## src/rtl/spi_master.sv

```systemverilog
// Byte-wide SPI master (mode 0, MSB first) behind the LSU SPI CSR; build with SPI_LOOPBACK_EN to loop MOSI into the receive path.
// Latency: busy rises 1 cycle after the trigger edge and stays high 16*CLK_DIV cycles; response updates as busy falls.
// Backpressure: none queued; trigger edges arriving while busy are dropped, so software must wait for busy=0.
module spi_master #(
    parameter int CLK_DIV = 4
) (
    input  logic       clk,
    input  logic       rst,
    input  logic       spi_trigger,
    input  logic [7:0] spi_command,
    input  logic       spi_cs_ctrl,
    output logic       spi_busy,
    output logic [7:0] spi_response,
    output logic       spi_sclk,
    output logic       spi_mosi,
    input  logic       spi_miso,
    output logic       spi_cs
);

    localparam int DW = (CLK_DIV > 1) ? $clog2(CLK_DIV) : 1;
    localparam logic [DW-1:0] DIV_MAX = DW'(CLK_DIV - 1);

    typedef enum logic {
        IDLE  = 1'b0,
        SHIFT = 1'b1
    } state_t;

    state_t        state_q;
    state_t        state_d;
    logic          trig_q;
    logic          start;
    logic          load;
    logic          done;
    logic          phase_evt;
    logic          rx_in;
    logic [DW-1:0] div_cnt;
    logic [2:0]    bit_cnt;
    logic [7:0]    tx_sr;
    logic [7:0]    rx_sr;

    assign start     = spi_trigger & ~trig_q;
    assign phase_evt = (state_q == SHIFT) && (div_cnt == DIV_MAX);

`ifdef SPI_LOOPBACK_EN
    // Loopback: the pin is ignored and the byte on MOSI is captured instead.
    logic unused_miso;
    assign unused_miso = spi_miso;
    assign rx_in       = spi_mosi;
`else
    assign rx_in = spi_miso;
`endif

    // State register.
    always_ff @(posedge clk) begin
        if (rst) begin
            state_q <= IDLE;
        end else begin
            state_q <= state_d;
        end
    end

    // Next state plus load/complete strobes for the datapath.
    always_comb begin
        state_d = state_q;
        load    = 1'b0;
        done    = 1'b0;
        case (state_q)
            IDLE: begin
                if (start) begin
                    load    = 1'b1;
                    state_d = SHIFT;
                end
            end
            SHIFT: begin
                // Last falling edge of the byte ends the transfer.
                if (phase_evt && spi_sclk && (bit_cnt == 3'd7)) begin
                    done    = 1'b1;
                    state_d = IDLE;
                end
            end
            default: state_d = IDLE;
        endcase
    end

    // Trigger edge history and registered chip-select pass-through.
    always_ff @(posedge clk) begin
        if (rst) begin
            trig_q <= 1'b0;
            spi_cs <= 1'b1;
        end else begin
            trig_q <= spi_trigger;
            spi_cs <= spi_cs_ctrl;
        end
    end

    // Shift datapath: sample on rising SCLK, shift out on falling SCLK.
    always_ff @(posedge clk) begin
        if (rst) begin
            spi_busy     <= 1'b0;
            spi_response <= 8'h00;
            spi_sclk     <= 1'b0;
            spi_mosi     <= 1'b0;
            div_cnt      <= '0;
            bit_cnt      <= 3'd0;
            tx_sr        <= 8'h00;
            rx_sr        <= 8'h00;
        end else if (load) begin
            tx_sr    <= spi_command;
            spi_mosi <= spi_command[7];
            bit_cnt  <= 3'd0;
            div_cnt  <= '0;
            spi_busy <= 1'b1;
        end else if (state_q == SHIFT) begin
            if (phase_evt) begin
                div_cnt <= '0;
                if (!spi_sclk) begin
                    spi_sclk <= 1'b1;
                    rx_sr    <= {rx_sr[6:0], rx_in};
                end else begin
                    spi_sclk <= 1'b0;
                    if (done) begin
                        spi_response <= rx_sr;
                        spi_busy     <= 1'b0;
                        spi_mosi     <= 1'b0;
                    end else begin
                        tx_sr    <= {tx_sr[6:0], 1'b0};
                        spi_mosi <= tx_sr[6];
                        bit_cnt  <= bit_cnt + 3'd1;
                    end
                end
            end else begin
                div_cnt <= div_cnt + DW'(1);
            end
        end
    end

endmodule
```

## config.mk

```make
export PLATFORM = sky130hd
export DESIGN_NAME = spi_master
export DESIGN_NICKNAME = d
export VERILOG_FILES = /design/src/rtl/spi_master.sv
export SDC_FILE = /design/constraint.sdc
export NUM_CORES = 1
export LEC_CHECK = 0
export CORE_MARGIN = 3
export CORE_UTILIZATION = 50
export CTS_CLUSTER_SIZE = 30
export DETAILED_ROUTE_END_ITERATION = 8
export PLACE_DENSITY = 0.74
export SLEW_MARGIN = 20
export SYNTH_ARGS = -nofsm -noshare
export SYNTH_HDL_FRONTEND = slang
export SYNTH_SLANG_ARGS = --single-unit
```

## constraint.sdc

```tcl
create_clock -name clk -period 1.65 [get_ports clk]
set_clock_uncertainty 0.05 [all_clocks]
set_input_delay 0.4125 -clock clk [delete_from_list [all_inputs] [get_ports clk]]
set_output_delay 0.4125 -clock clk [all_outputs]
set_load 0.05 [all_outputs]
```

==> key figures <==
Run status
  • Status: completed

STA
  • Final Cycle Share: 96.1%
  • Post-layout min period: 1.59 ns
  • Setup-failing EPs final: 0
  • Worst slew pin tran: 0.313 ns
  • Slew HR: 79.1%
  • Fmax: 0.631 GHz
  • RSZ-0062 raised after global routing: false
  • Final max-slew violation count: 0
  • Hold_ws: 0.414 ns
  • Hold Fails Final Rpt: 0

Die
  • I/O pins: 25
  • Die H: 58.3 um
  • Core box area: 2540 sq um
  • Initial Utilization: 53.7%
  • Die area: 3400 sq um
  • Num rows: 18
  • Die X: 58.3 um

Synth
  • Number of synthesized flops with an enable pin: 0
  • Post-synth net total: 163
  • Seq/Total Area, Yosys: 49.8%
  • Synth top area cells: dfxtp_1 50%, nand2_1 8.8%, mux2i_1 7.3%, a311oi_2 5.5%, a21oi_1 5.1%
  • Total number of yosys warnings: 0
  • Synth top area share: 49.8%
  • #FFs+latches synth: 34
  • Post-Synthesis Cells: 147
  • Synth cell count leaders: 34 x dfxtp_1, 32 x nand2_1, 17 x nor2_1
  • Synth area leader: dfxtp_1
  • Primary FF master, synth: dfxtp_1
  • Synthesized area per cell: 9.30 sq um
  • Synthesized cell area: 1370 sq um
  • Fraction of registers with async set/reset: 0%
  • Most frequent cell after synthesis: dfxtp_1
  • Synth unique cells: 28

GRT
  • Pin count of the biggest net entering global routing: 20
  • Met3 GRT Util: 7.24%
  • GR Layer Usage met2: 31.3%
  • Grt ovf: 0
  • Most Used Layer, Global Route: met2
  • Number of global-route vias before repair: 1118
  • GR Util met1: 20.7%
  • First-pass GRT wire length: 4780 um
  • Initial antenna violation count: 0
  • GR Util All Layers: 18.9%

Setup path
  • Start of the worst register-to-register path: bit_cnt[0]
  • Worst setup EP type: flop
  • Worst EP required: 1.84 ns
  • Crit-path max FO: 8
  • RR Endpoint: tx_sr[2]
  • R2R setup slack: 0.06 ns
  • Worst Path Arrival: 1.78 ns
  • Crit path launch type: flop
  • Slowest-stage cell, CP: dfxtp_2
  • CP max stage delay: 0.34 ns
  • Critical path class: flop to flop
  • Worst Reg2Reg Path Length in Cells: 7
  • Crit-path cells: ha_1 > ha_2 > buf_4 > nand4b_1 > buf_6 > o22ai_1 > nor3_1

CTS
  • Clock transition at path regs: 0.10 ns
  • Number of buffers created by CTS: 5
  • Clock Latency Late Sink: 0.34 ns
  • # clock sinks: 34
  • CTS tree: built
  • Clock root buffer: clkbuf_4
  • H-Tree Depth: 2
  • Hold Buf Count CTS: 0
  • Clock Path Buffers: 2

Final layout
  • Layout fillers: 190
  • Antenna diodes: 0
  • Layout cell share with drive strength beyond 1: 24.7%
  • Sequential Area: 682 sq um
  • Util after Layout: 75.8%
  • Nets: 201
  • Area occupied by multi-input gates: 642 sq um
  • Area Growth Syn to Fin: 41.1%

Run
  • Maxcap violations: 0

Min path
  • Hold_sp: rx_sr[7]
  • Endpoint of the worst hold path: spi_response[7]
  • Hold Crit Depth: 2
  • Min-Delay Path Class: flop to flop

Pwr
  • Power, Total: 0.00163 W
  • Leakage: 0.785 nW
  • Power density over cell area: 844 nW/um^2
  • Max VDD drop: 0.656 mV

Placement
  • RD Place Congestion: 0.806
  • DP HPWL: 2140 um
  • Port bufs: 24

Drt
  • DRC: 0
  • Avg WL per Cell: 14.3 um
  • Vias per std cell: 5.37
  • Drt initial violations: 16
  • DRT Pass-1 Iters: 5
  • Final WL: 3100 um
  • Routed vias: 1160
  • Antenna Nets Post-Route: 0
==> where the power goes <==
group          internal (W)  switching, W  leakage (nW)
combinational     0.0000897     0.0000761         0.468
sequential         0.000844     0.0000202         0.277
clock              0.000321      0.000276        0.0395
total               0.00126      0.000372         0.785
==> layout make-up <==
type,count,area share [%]
flip-flops and latches,34,35.3
multi-input cells,104,33.3
repair buffers,39,25.4
clock buffers,7,2.33
well taps,30,1.95
clock inverters,1,1.56
inverters,1,0.195
==> registers in the layout, indices dropped and copies added, names as in the netlist <==
name / cells
spi_response: 8
spi_busy: 1
div_cnt: 2
state_q: 1
trig_q: 1
bit_cnt: 3
spi_cs: 1
rx_sr: 8
spi_sclk: 1
tx_sr: 7
spi_mosi: 1
==> cell usage in the layout, fill, tap and decap left out, drive strengths merged, types with 2 or more instances in the layout <==
cell type      instances
nand3                  2
mux2i                 10
dfxtp                 34
nor2                  17
and4b                  2
a21oi                 14
nand2b                 2
clkbuf                 7
buf                   27
nor3                   5
a311oi                 5
nand2                 32
ha                     3
clkdlybuf4s50         12
nand3b                 2
==> worst max path at each step <==
stage | start | to | slack (ns)
global route | bit_cnt[1] | spi_response[5] | 0.00002
detailed placement | spi_trigger | div_cnt[1] | -0.18
global placement | spi_trigger | bit_cnt[0] | -0.14
finish | bit_cnt[0] | tx_sr[2] | 0.06
CTS | bit_cnt[0] | tx_sr[6] | 0.02
floorplan | spi_sclk | tx_sr[3] | 0.10
==> per-stage QoR <==
step / TNS [ns] / instances / area (sq um) / setup slack [ns]
5_1_grt: 0 / 216 / 1930 / 0.0000231
6_report: 0 / 216 / 1930 / 0.0643
3_3_place_gp: -1.34 / 206 / 1830 / -0.137
4_1_cts: 0 / 214 / 1900 / 0.0202
3_5_place_dp: -1.81 / 206 / 1830 / -0.176
2_1_floorplan: 0 / 147 / 1370 / 0.104
==> critical path, delay by kind of cell, from the launching register on <==
| kind | cells | cell delay, ns |
|---|---|---|
| adders and majority gates | 2 | 0.41 |
| buffers and inverters | 2 | 0.31 |
| AOI/OAI and AO/OA | 1 | 0.13 |
| DFF | 1 | 0.34 |
| and+or+nand+nor | 2 | 0.26 |
==> cell families (layout without fill, tap and decap cells) <==
group | after synthesis | after routing | synth area share, %
adder cells (fa/ha/maj) | 3 | 3 | 2.75
AO/OA/AOI/OAI | 21 | 21 | 11.6
AND/OR/NAND/NOR | 68 | 69 | 23.5
buffers and inverters | 10 | 48 | 4.39
flip-flops | 34 | 34 | 49.8
multiplexers | 10 | 10 | 7.32
XOR/XNOR | 1 | 1 | 0.641
==> what timing repair did <==
action,in CTS,in global routing
endpoints found under the setup margin,8,14
setup buffers,0,1
hold endpoints to repair,0,0
resized for setup,1,4
cloned,0,1
==> layer usage <==
layer  up-vias  routed length (um)
li1        580                   -
met1       548                1340
met4         0                  62
met3         8                 141
met2        24                1550
met5         -                   0
(Power assumes the default switching activity.)
